<file path="src/rtl/gf2_pkg.sv">
// Shared helpers for the GF(2)[x] multiplier datapath.
// Setting GF_REDUCE_EN adds the modular-reduction stage to the pipeline.
package gf2_pkg;

    localparam int unsigned MAX_W = 64;

    typedef logic [2*MAX_W-2:0] wide_t;
    typedef logic [MAX_W-1:0]   poly_t;

`ifdef GF_REDUCE_EN
    localparam int unsigned NUM_STAGES = 3;
`else
    localparam int unsigned NUM_STAGES = 2;
`endif

    function automatic int unsigned clmul_width(input int unsigned w);
        return 2*w - 1;
    endfunction

    // Folds bits 2w-2 down to w back into the low w bits using x^w = poly.
    function automatic wide_t gf_fold(input wide_t c, input int unsigned w, input poly_t poly);
        wide_t r;
        int unsigned i;
        r = c;
        for (int unsigned k = 0; k <= 2*MAX_W-2; k++) begin
            i = 2*MAX_W - 2 - k;
            if (i >= w && i <= 2*w - 2 && r[i]) begin
                r    = r ^ (wide_t'(poly) << (i - w));
                r[i] = 1'b0;
            end
        end
        return r;
    endfunction

endpackage

</file>
<file path="src/rtl/gf2_kmul_comb.sv">
// Combinational Karatsuba carry-less multiplier for H-bit operands.
// Recurses on itself down to a 2-bit schoolbook base case.
module gf2_kmul_comb
    import gf2_pkg::*;
#(
    parameter int unsigned H = 4
) (
    input  logic [H-1:0]                a,
    input  logic [H-1:0]                b,
    output logic [clmul_width(H)-1:0]   p
);

    if (H == 2) begin : g_base
        assign p[0] = a[0] & b[0];
        assign p[1] = (a[0] & b[1]) ^ (a[1] & b[0]);
        assign p[2] = a[1] & b[1];
    end else begin : g_rec
        localparam int unsigned Q = H / 2;

        logic [2*Q-2:0] p_hi;
        logic [2*Q-2:0] p_lo;
        logic [2*Q-2:0] p_mid;

        gf2_kmul_comb #(.H(Q)) u_hi (
            .a (a[H-1:Q]),
            .b (b[H-1:Q]),
            .p (p_hi)
        );

        gf2_kmul_comb #(.H(Q)) u_lo (
            .a (a[Q-1:0]),
            .b (b[Q-1:0]),
            .p (p_lo)
        );

        gf2_kmul_comb #(.H(Q)) u_mid (
            .a (a[H-1:Q] ^ a[Q-1:0]),
            .b (b[H-1:Q] ^ b[Q-1:0]),
            .p (p_mid)
        );

        always_comb begin
            p            = '0;
            p[2*H-2:H]   = p_hi;
            p[H+Q-2:Q]   = p[H+Q-2:Q] ^ (p_hi ^ p_lo ^ p_mid);
            p[2*Q-2:0]   = p[2*Q-2:0] ^ p_lo;
        end
    end

endmodule

</file>
<file path="src/rtl/gf2_kmul_pipe.sv">
// Pipelined carry-less Karatsuba multiplier with valid/ready backpressure.
// Defining GF_REDUCE_EN adds a third stage reducing modulo x^W + POLY.
module gf2_kmul_pipe
    import gf2_pkg::*;
#(
    parameter int unsigned   W    = 8,
    parameter logic [W-1:0]  POLY = 8'h1B
) (
    input  logic                        clk,
    input  logic                        rst,
    input  logic                        in_valid,
    output logic                        in_ready,
    input  logic [W-1:0]                in_a,
    input  logic [W-1:0]                in_b,
    output logic                        out_valid,
    input  logic                        out_ready,
    output logic [clmul_width(W)-1:0]   out_c
);

    localparam int unsigned H  = W / 2;
    localparam int unsigned CW = clmul_width(W);
    localparam int unsigned PW = clmul_width(H);

    logic [PW-1:0] p1_next, p0_next, pm_next;
    logic [PW-1:0] p1, p0, pm;
    logic [CW-1:0] c_next, s2_c;
    logic          ready_en, s1_valid, s2_valid;
    logic          s1_adv, s2_adv, accept;

    gf2_kmul_comb #(.H(H)) u_p1 (.a(in_a[W-1:H]), .b(in_b[W-1:H]), .p(p1_next));
    gf2_kmul_comb #(.H(H)) u_p0 (.a(in_a[H-1:0]), .b(in_b[H-1:0]), .p(p0_next));
    gf2_kmul_comb #(.H(H)) u_pm (
        .a (in_a[W-1:H] ^ in_a[H-1:0]),
        .b (in_b[W-1:H] ^ in_b[H-1:0]),
        .p (pm_next)
    );

    always_comb begin
        c_next            = '0;
        c_next[CW-1:W]    = p1;
        c_next[W+H-2:H]   = c_next[W+H-2:H] ^ (p1 ^ p0 ^ pm);
        c_next[PW-1:0]    = c_next[PW-1:0] ^ p0;
    end

`ifdef GF_REDUCE_EN
    logic          s3_valid;
    logic [CW-1:0] s3_c;
    logic          s3_adv;

    assign s3_adv    = !s3_valid || out_ready;
    assign s2_adv    = !s2_valid || s3_adv;
    assign out_valid = s3_valid;
    assign out_c     = s3_c;

    always_ff @(posedge clk or posedge rst) begin
        if (rst) begin
            s3_valid <= 1'b0;
            s3_c     <= '0;
        end else if (s3_adv) begin
            s3_valid <= s2_valid;
            if (s2_valid)
                s3_c <= {{(W-1){1'b0}}, W'(gf_fold(wide_t'(s2_c), W, poly_t'(POLY)))};
        end
    end
`else
    assign s2_adv    = !s2_valid || out_ready;
    assign out_valid = s2_valid;
    assign out_c     = s2_c;
`endif

    // ready_en keeps in_ready low through reset and the first cycle after it
    assign s1_adv   = !s1_valid || s2_adv;
    assign in_ready = ready_en && s1_adv;
    assign accept   = in_valid && in_ready;

    always_ff @(posedge clk or posedge rst) begin
        if (rst) begin
            ready_en <= 1'b0;
            s1_valid <= 1'b0;
            s2_valid <= 1'b0;
            p1       <= '0;
            p0       <= '0;
            pm       <= '0;
            s2_c     <= '0;
        end else begin
            ready_en <= 1'b1;
            if (s1_adv) begin
                s1_valid <= accept;
                if (accept) begin
                    p1 <= p1_next;
                    p0 <= p0_next;
                    pm <= pm_next;
                end
            end
            if (s2_adv) begin
                s2_valid <= s1_valid;
                if (s1_valid)
                    s2_c <= c_next;
            end
        end
    end

endmodule

</file>
<file path="config.mk">
export PLATFORM = sky130hd
export DESIGN_NAME = gf2_kmul_pipe
export DESIGN_NICKNAME = d
export VERILOG_FILES = /design/src/rtl/gf2_pkg.sv /design/src/rtl/gf2_kmul_comb.sv /design/src/rtl/gf2_kmul_pipe.sv
export SDC_FILE = /design/constraint.sdc
export NUM_CORES = 1
export LEC_CHECK = 0
export BUFFER_PORTS_ARGS = -buffer_cell sky130_fd_sc_hd__clkbuf_2
export CORE_MARGIN = 3
export CORE_UTILIZATION = 35
export DETAILED_ROUTE_END_ITERATION = 7
export GPL_ROUTABILITY_DRIVEN = 0
export PLACE_DENSITY = 0.61
export SYNTH_ARGS = -nofsm -noshare
export SYNTH_HDL_FRONTEND = slang
export SYNTH_SLANG_ARGS = --single-unit
</file>
<file path="constraint.sdc">
create_clock -name clk -period 2.31 [get_ports clk]
set_clock_uncertainty 0.1 [all_clocks]
set_input_delay 0.3465 -clock clk [delete_from_list [all_inputs] [get_ports clk]]
set_output_delay 0.3465 -clock clk [all_outputs]
set_load 0.1 [all_outputs]
</file>
**After elaboration in Yosys (flattened, before gate mapping)**

Cells that the tools add are included.

- Input port bits: 20
- Logic and storage cells: 84
- Bits in registers: 39
- Output and inout port bits: 17

- Reduce and logical (&&, ||, !) cells: 8
- Bitwise gates (word level): 69

Operator list:

| cell | count |
|---|---|
| bitwise AND 1 bit | 36 |
| XOR 3 bit | 12 |
| XOR 7 bit | 4 |
| XOR 2 bit | 6 |
| XOR 1 bit | 9 |
| XOR 4 bit | 2 |
| AND reduction 2 bit | 2 |
| logical AND 1 bit | 2 |
| zero test 1 bit | 2 |
| logical OR 1 bit | 2 |

**Longest topological paths before layout**

- Word-level depth: 7
- Mapped depth: 6
- Depth with buffers taken out: 5

**Hierarchy**

Synthesis repeated with hierarchy kept, for this count alone.

- Cell total of the unflattened synthesis: 191
- Area, all modules: 2326.0 µm²

By module, submodules not included:

| module | sequential area each (µm²) | area an instance (µm²) | times used | cells each |
|---|---|---|---|---|
| gf2_kmul_pipe | 975.9 | 1766.7 | 1 | 113 |
| gf2_kmul_comb (u_p0 ...) | 0.0 | 96.3 | 3 | 11 |
| gf2_kmul_comb (u_p0.g_rec.u_hi ...) | 0.0 | 30.0 | 9 | 5 |

**Least setup slack after synthesis**

OpenSTA, ideal clock, no wires.

- Path kind: reg2reg
- From: register s2_valid, in the netlist out_valid
- To: register p0[1]
- Stages on the path, launching flop included: 7
- Required time: 2.078 ns
- Setup time: 0.132 ns
- Slack: -0.266 ns
- Clock period less this slack: 2.576 ns
- Buffers on the path: 1
- Data arrival time: 2.344 ns
- Path through: dfrtp_1 > nand3b_1 > and2_1 > nand2_4 > clkbuf_1 > nand2_1 > o21ai_1

- Word-level cells in the longest chain between the ends: 6

RTL lines:

| element | line | source |
|---|---|---|
| from (decl) | gf2_kmul_pipe.sv:27 | `logic ready_en, s1_valid, s2_valid;` |
| from (signal assigned) | gf2_kmul_pipe.sv:96 | `s2_valid <= s1_valid;` |
| zero test 1 bit | gf2_kmul_pipe.sv:66 | `assign s2_adv = !s2_valid \|\| out_ready;` |
| logical OR 1 bit | gf2_kmul_pipe.sv:66 |  |
| logical OR 1 bit | gf2_kmul_pipe.sv:72 | `assign s1_adv = !s1_valid \|\| s2_adv;` |
| logical AND 1 bit | gf2_kmul_pipe.sv:73 | `assign in_ready = ready_en && s1_adv;` |
| named net in_ready | gf2_kmul_pipe.sv:12 | `output logic in_ready,` |
| logical AND 1 bit | gf2_kmul_pipe.sv:74 | `assign accept = in_valid && in_ready;` |
| AND reduction 2 bit (no line) | - |  |
| to (signal assigned) | gf2_kmul_pipe.sv:91 | `p0 <= p0_next;` |
| to (decl) | gf2_kmul_pipe.sv:25 | `logic [PW-1:0] p1, p0, pm;` |

The timed path passes the listed nets, and every way through them passes these cells.
A chain may end at the register's enable or synchronous reset.

**Final worst setup path**

- From: register s2_valid, in the netlist out_valid
- To: output in_ready

- Word-level cells in the longest chain between the ends: 4

RTL lines:

| element | line |
|---|---|
| zero test 1 bit | gf2_kmul_pipe.sv:66 |
| logical OR 1 bit | gf2_kmul_pipe.sv:66 |
| logical OR 1 bit | gf2_kmul_pipe.sv:72 |
| logical AND 1 bit | gf2_kmul_pipe.sv:73 |
| to (decl) | gf2_kmul_pipe.sv:12 |

Every way passes these cells.

==> metrics.log <==
[metrics] number of buffers and inverters on the critical path: 1
[metrics] WP data arrival: 1.44 ns
[metrics] Setup-failing EPs final: 0
[metrics] Crit path depth: 3
[metrics] cell area after synthesis: 0.002147 mm2
[metrics] buffer count from post-CTS setup fixing: 0
[metrics] top-level I/O count: 37
[metrics] data required time of the worst path: 1.86 ns
[metrics] cell area power density: 1171 mW/mm2
[metrics] diode insertion count for antenna repair: 0
[metrics] #FFs+latches synth: 39
[metrics] startpoint type of the worst setup path: flip-flop
[metrics] worst setup slack before clock tree synthesis: 0.4629 ns
[metrics] Cell variety after synth: 27
[metrics] number of vias in the routed layout: 1,507
[metrics] initial standard-cell utilization of the core: 37.61%
[metrics] Worst Reg-to-Reg Cells: 3
[metrics] register cell area after layout: 977.2 um2
[metrics] x dimension of the die: 84.32 um
[metrics] global-route wire length before repair: 6693 um
[metrics] worst-case setup margin in the final layout: 0.4272 ns
[metrics] critical path class: reg2out
[metrics] crit-path cells: nand3b_1 > and2_2 > clkbuf_2
[metrics] M1 GR Usage: 16.03%
[metrics] DRC: 0
[metrics] sequential share of the synthesized area: 45.45%
[metrics] Top Family by Delay on Critical Path: buffers and inverters
[metrics] leakage power summed over all cells: 1.148 nW
[metrics] area of combinational cells with multiple inputs: 0.001077 mm2
[metrics] Routed wire per std cell: 11.40 um
[metrics] global router's overall resource usage: 11.63%
[metrics] GRT met3 Usage: 2.552%
[metrics] Worst Tran Pin Value: 0.5487 ns
[metrics] synthesis-to-layout area growth: 12.94%
[metrics] number of clock buffers inserted by TritonCTS: 5
[metrics] height of the die: 84.32 um
[metrics] starting DRC count in detailed routing: 61
[metrics] count of instances resized after the clock tree is built: 0
[metrics] synthesized area divided by synthesized cell count: 9.628 um2
[metrics] length of the first detailed-routing pass in iterations: 4
[metrics] PortBufs: 36
[metrics] Row Count: 27
[metrics] CP max-delay cell: sky130_fd_sc_hd__clkbuf_2
[metrics] part of the cycle the worst path needs: 81.51%
[metrics] global-route track usage on met2: 17.65%
[metrics] residual antenna-violating net count after detailed routing: 0
[metrics] setup repair after global routing missed its margin: false
[metrics] vias per std cell: 4.553
[metrics] achievable frequency: 0.5311 GHz
[metrics] Hold/Removal Path Class: in2async
[metrics] layer with the highest usage after global routing: met2
[metrics] max incr delay on CP: 0.46 ns
[metrics] status: complete, no violations
[metrics] number of max-slew violations in the final report: 0
[metrics] number of levels the H-tree was split into: 2
[metrics] fraction of synthesized cell area taken by the top area cell type: 45.45%
[metrics] TritonCTS clock tree: done
[metrics] share of layout cells above drive strength 1: 18.92%
[metrics] Ys Warns: 0
[metrics] synthesized netlist net count: 243
[metrics] post-layout min period: 1.883 ns
[metrics] ranking of synthesized cells by area: sky130_fd_sc_hd__dfrtp_1 45%, sky130_fd_sc_hd__xnor2_1 16%, sky130_fd_sc_hd__nand2_1 11%, sky130_fd_sc_hd__o21ai_1 6.1%, sky130_fd_sc_hd__xor2_1 5.3%
[metrics] vias in the first global route: 1,477
[metrics] filler instances: 592
[metrics] FF-to-FF setup slack: 0.82 ns
[metrics] largest net degree at the start of global routing: 44
[metrics] Clock transition at path regs: 0.07 ns
[metrics] final hold violations: 0
[metrics] final net count: 278
[metrics] Worst-Skew Late Latency: 0.29 ns
[metrics] total negative slack: 0 ns
[metrics] hold-fix buffer count after cts: 0
[metrics] worst voltage drop across the vdd grid: 0.0004437 V
[metrics] DIE AREA: 0.007110 mm2
[metrics] cell accounting for the most synthesized area: sky130_fd_sc_hd__dfrtp_1
[metrics] total congestion overflow after global routing: 0
[metrics] critical-path maximum fanout: 3
[metrics] clk buf depth: 2
[metrics] antenna violations before repair: 0
[metrics] Core Footprint: 0.005709 mm2
[metrics] sum of routed wire length over all layers: 3775 um
[metrics] master cell of the clock root buffer: sky130_fd_sc_hd__clkbuf_8
[metrics] Mapped Cells: 223
[metrics] CP endpoint kind: output port
[metrics] count of clock tree sinks: 39
[metrics] worst slew margin relative to its limit: 63.33%
[metrics] number of max-cap violations: 0
==> power by group <==
part	internal, W	switching (W)	leakage, nW
Sequential	0.000864	0.000105	0.492
Combinational	0.000320	0.00113	0.614
Clock	0.000211	0.000215	0.0422
==> layer usage <==
metal	wire, um	vias to the layer above
met1	1908	687
li1	-	777
met4	48	0
met2	1641	39
met3	176	4
met5	0	-
==> path summary, 6_finish.rpt <==
kind,end,start
max in group asynchronous,out_valid,rst
worst max register to register,out_c[14],out_valid
worst min register to register,out_valid,s1_valid
min in group clk,s1_valid,out_ready
worst max-delay path,in_ready,out_valid
worst min-delay path,out_c[14],rst
==> layout make-up <==
cell class	count	share of cell area (%)
Clock buffer	7	3.148
Clock inverter	1	0.2064
Tap cell	72	3.715
Timing Repair Buffer	38	8.050
Sequential cell	39	40.30
Multi-Input combinational cell	173	44.43
Inverter	1	0.1548
==> sequential cells by signal (all words and copies together), names as in the netlist <==
register / cells
p1: 7
pm: 7
ready_en: 1
out_valid: 1
s1_valid: 1
out_c: 15
p0: 7
==> synthesized netlist by cell type <==
master	n
sky130_fd_sc_hd__nand2_1	62
sky130_fd_sc_hd__dfrtp_1	39
sky130_fd_sc_hd__xnor2_1	38
sky130_fd_sc_hd__o21ai_1	26
sky130_fd_sc_hd__xor2_1	13
sky130_fd_sc_hd__nor2_1	11
sky130_fd_sc_hd__mux2_1	8
sky130_fd_sc_hd__buf_6	3
sky130_fd_sc_hd__buf_1	2
sky130_fd_sc_hd__clkbuf_1	2
sky130_fd_sc_hd__nand2b_1	2
sky130_fd_sc_hd__o31ai_1	2
sky130_fd_sc_hd__a31oi_1	1
sky130_fd_sc_hd__and2_1	1
sky130_fd_sc_hd__buf_12	1
sky130_fd_sc_hd__buf_4	1
sky130_fd_sc_hd__buf_8	1
sky130_fd_sc_hd__conb_1	1
sky130_fd_sc_hd__inv_1	1
sky130_fd_sc_hd__nand2_4	1
sky130_fd_sc_hd__nand3b_1	1
sky130_fd_sc_hd__nor2_2	1
sky130_fd_sc_hd__nor3_1	1
sky130_fd_sc_hd__o21ai_0	1
sky130_fd_sc_hd__or3_1	1
sky130_fd_sc_hd__xnor3_1	1
sky130_fd_sc_hd__xor2_4	1
==> worst reg2reg max path: stages, from the launching register on <==
cell and delay [ns]:
sky130_fd_sc_hd__dfrtp_2 0.41, sky130_fd_sc_hd__nand2b_1 0.09, sky130_fd_sc_hd__nand2_1 0.34, sky130_fd_sc_hd__mux2_1 0.44
==> metrics by stage <==
step	power, W	std cells	cell area, um2	util (%)	hold slack (ns)
final	0.002840	331	2425	42.47	0.04742
after global routing	0.003015	331	2425	42.47	0.1052
after CTS	0.002886	331	2425	42.47	0.06171
after detailed placement	0.002450	323	2344	41.05	0.3696
after global placement	0.002436	323	2344	41.05	0.3628
after floorplan	0.002214	223	2150	-	0.3568
==> cell usage in the layout (no fill, tap or decap), drive strengths merged, types with 2 or more instances in the layout <==
cell / Yosys / layout
o21ai: 27 / 27
xor2: 14 / 14
dfrtp: 39 / 39
nand2b: 2 / 2
xnor2: 38 / 38
clkbuf: 2 / 43
o31ai: 2 / 2
nand2: 63 / 63
buf: 8 / 2
nor2: 12 / 12
mux2: 8 / 8
==> cells by family after synthesis <==
family | share of synthesized area [%]
AO/OA/AOI/OAI | 7.284
XOR/XNOR | 23.14
buffers and inverters | 4.429
flip-flops | 45.45
multiplexers | 4.196
other | 0.1747
AND/OR/NAND/NOR | 15.33
Power figures use the tool's default switching activity.
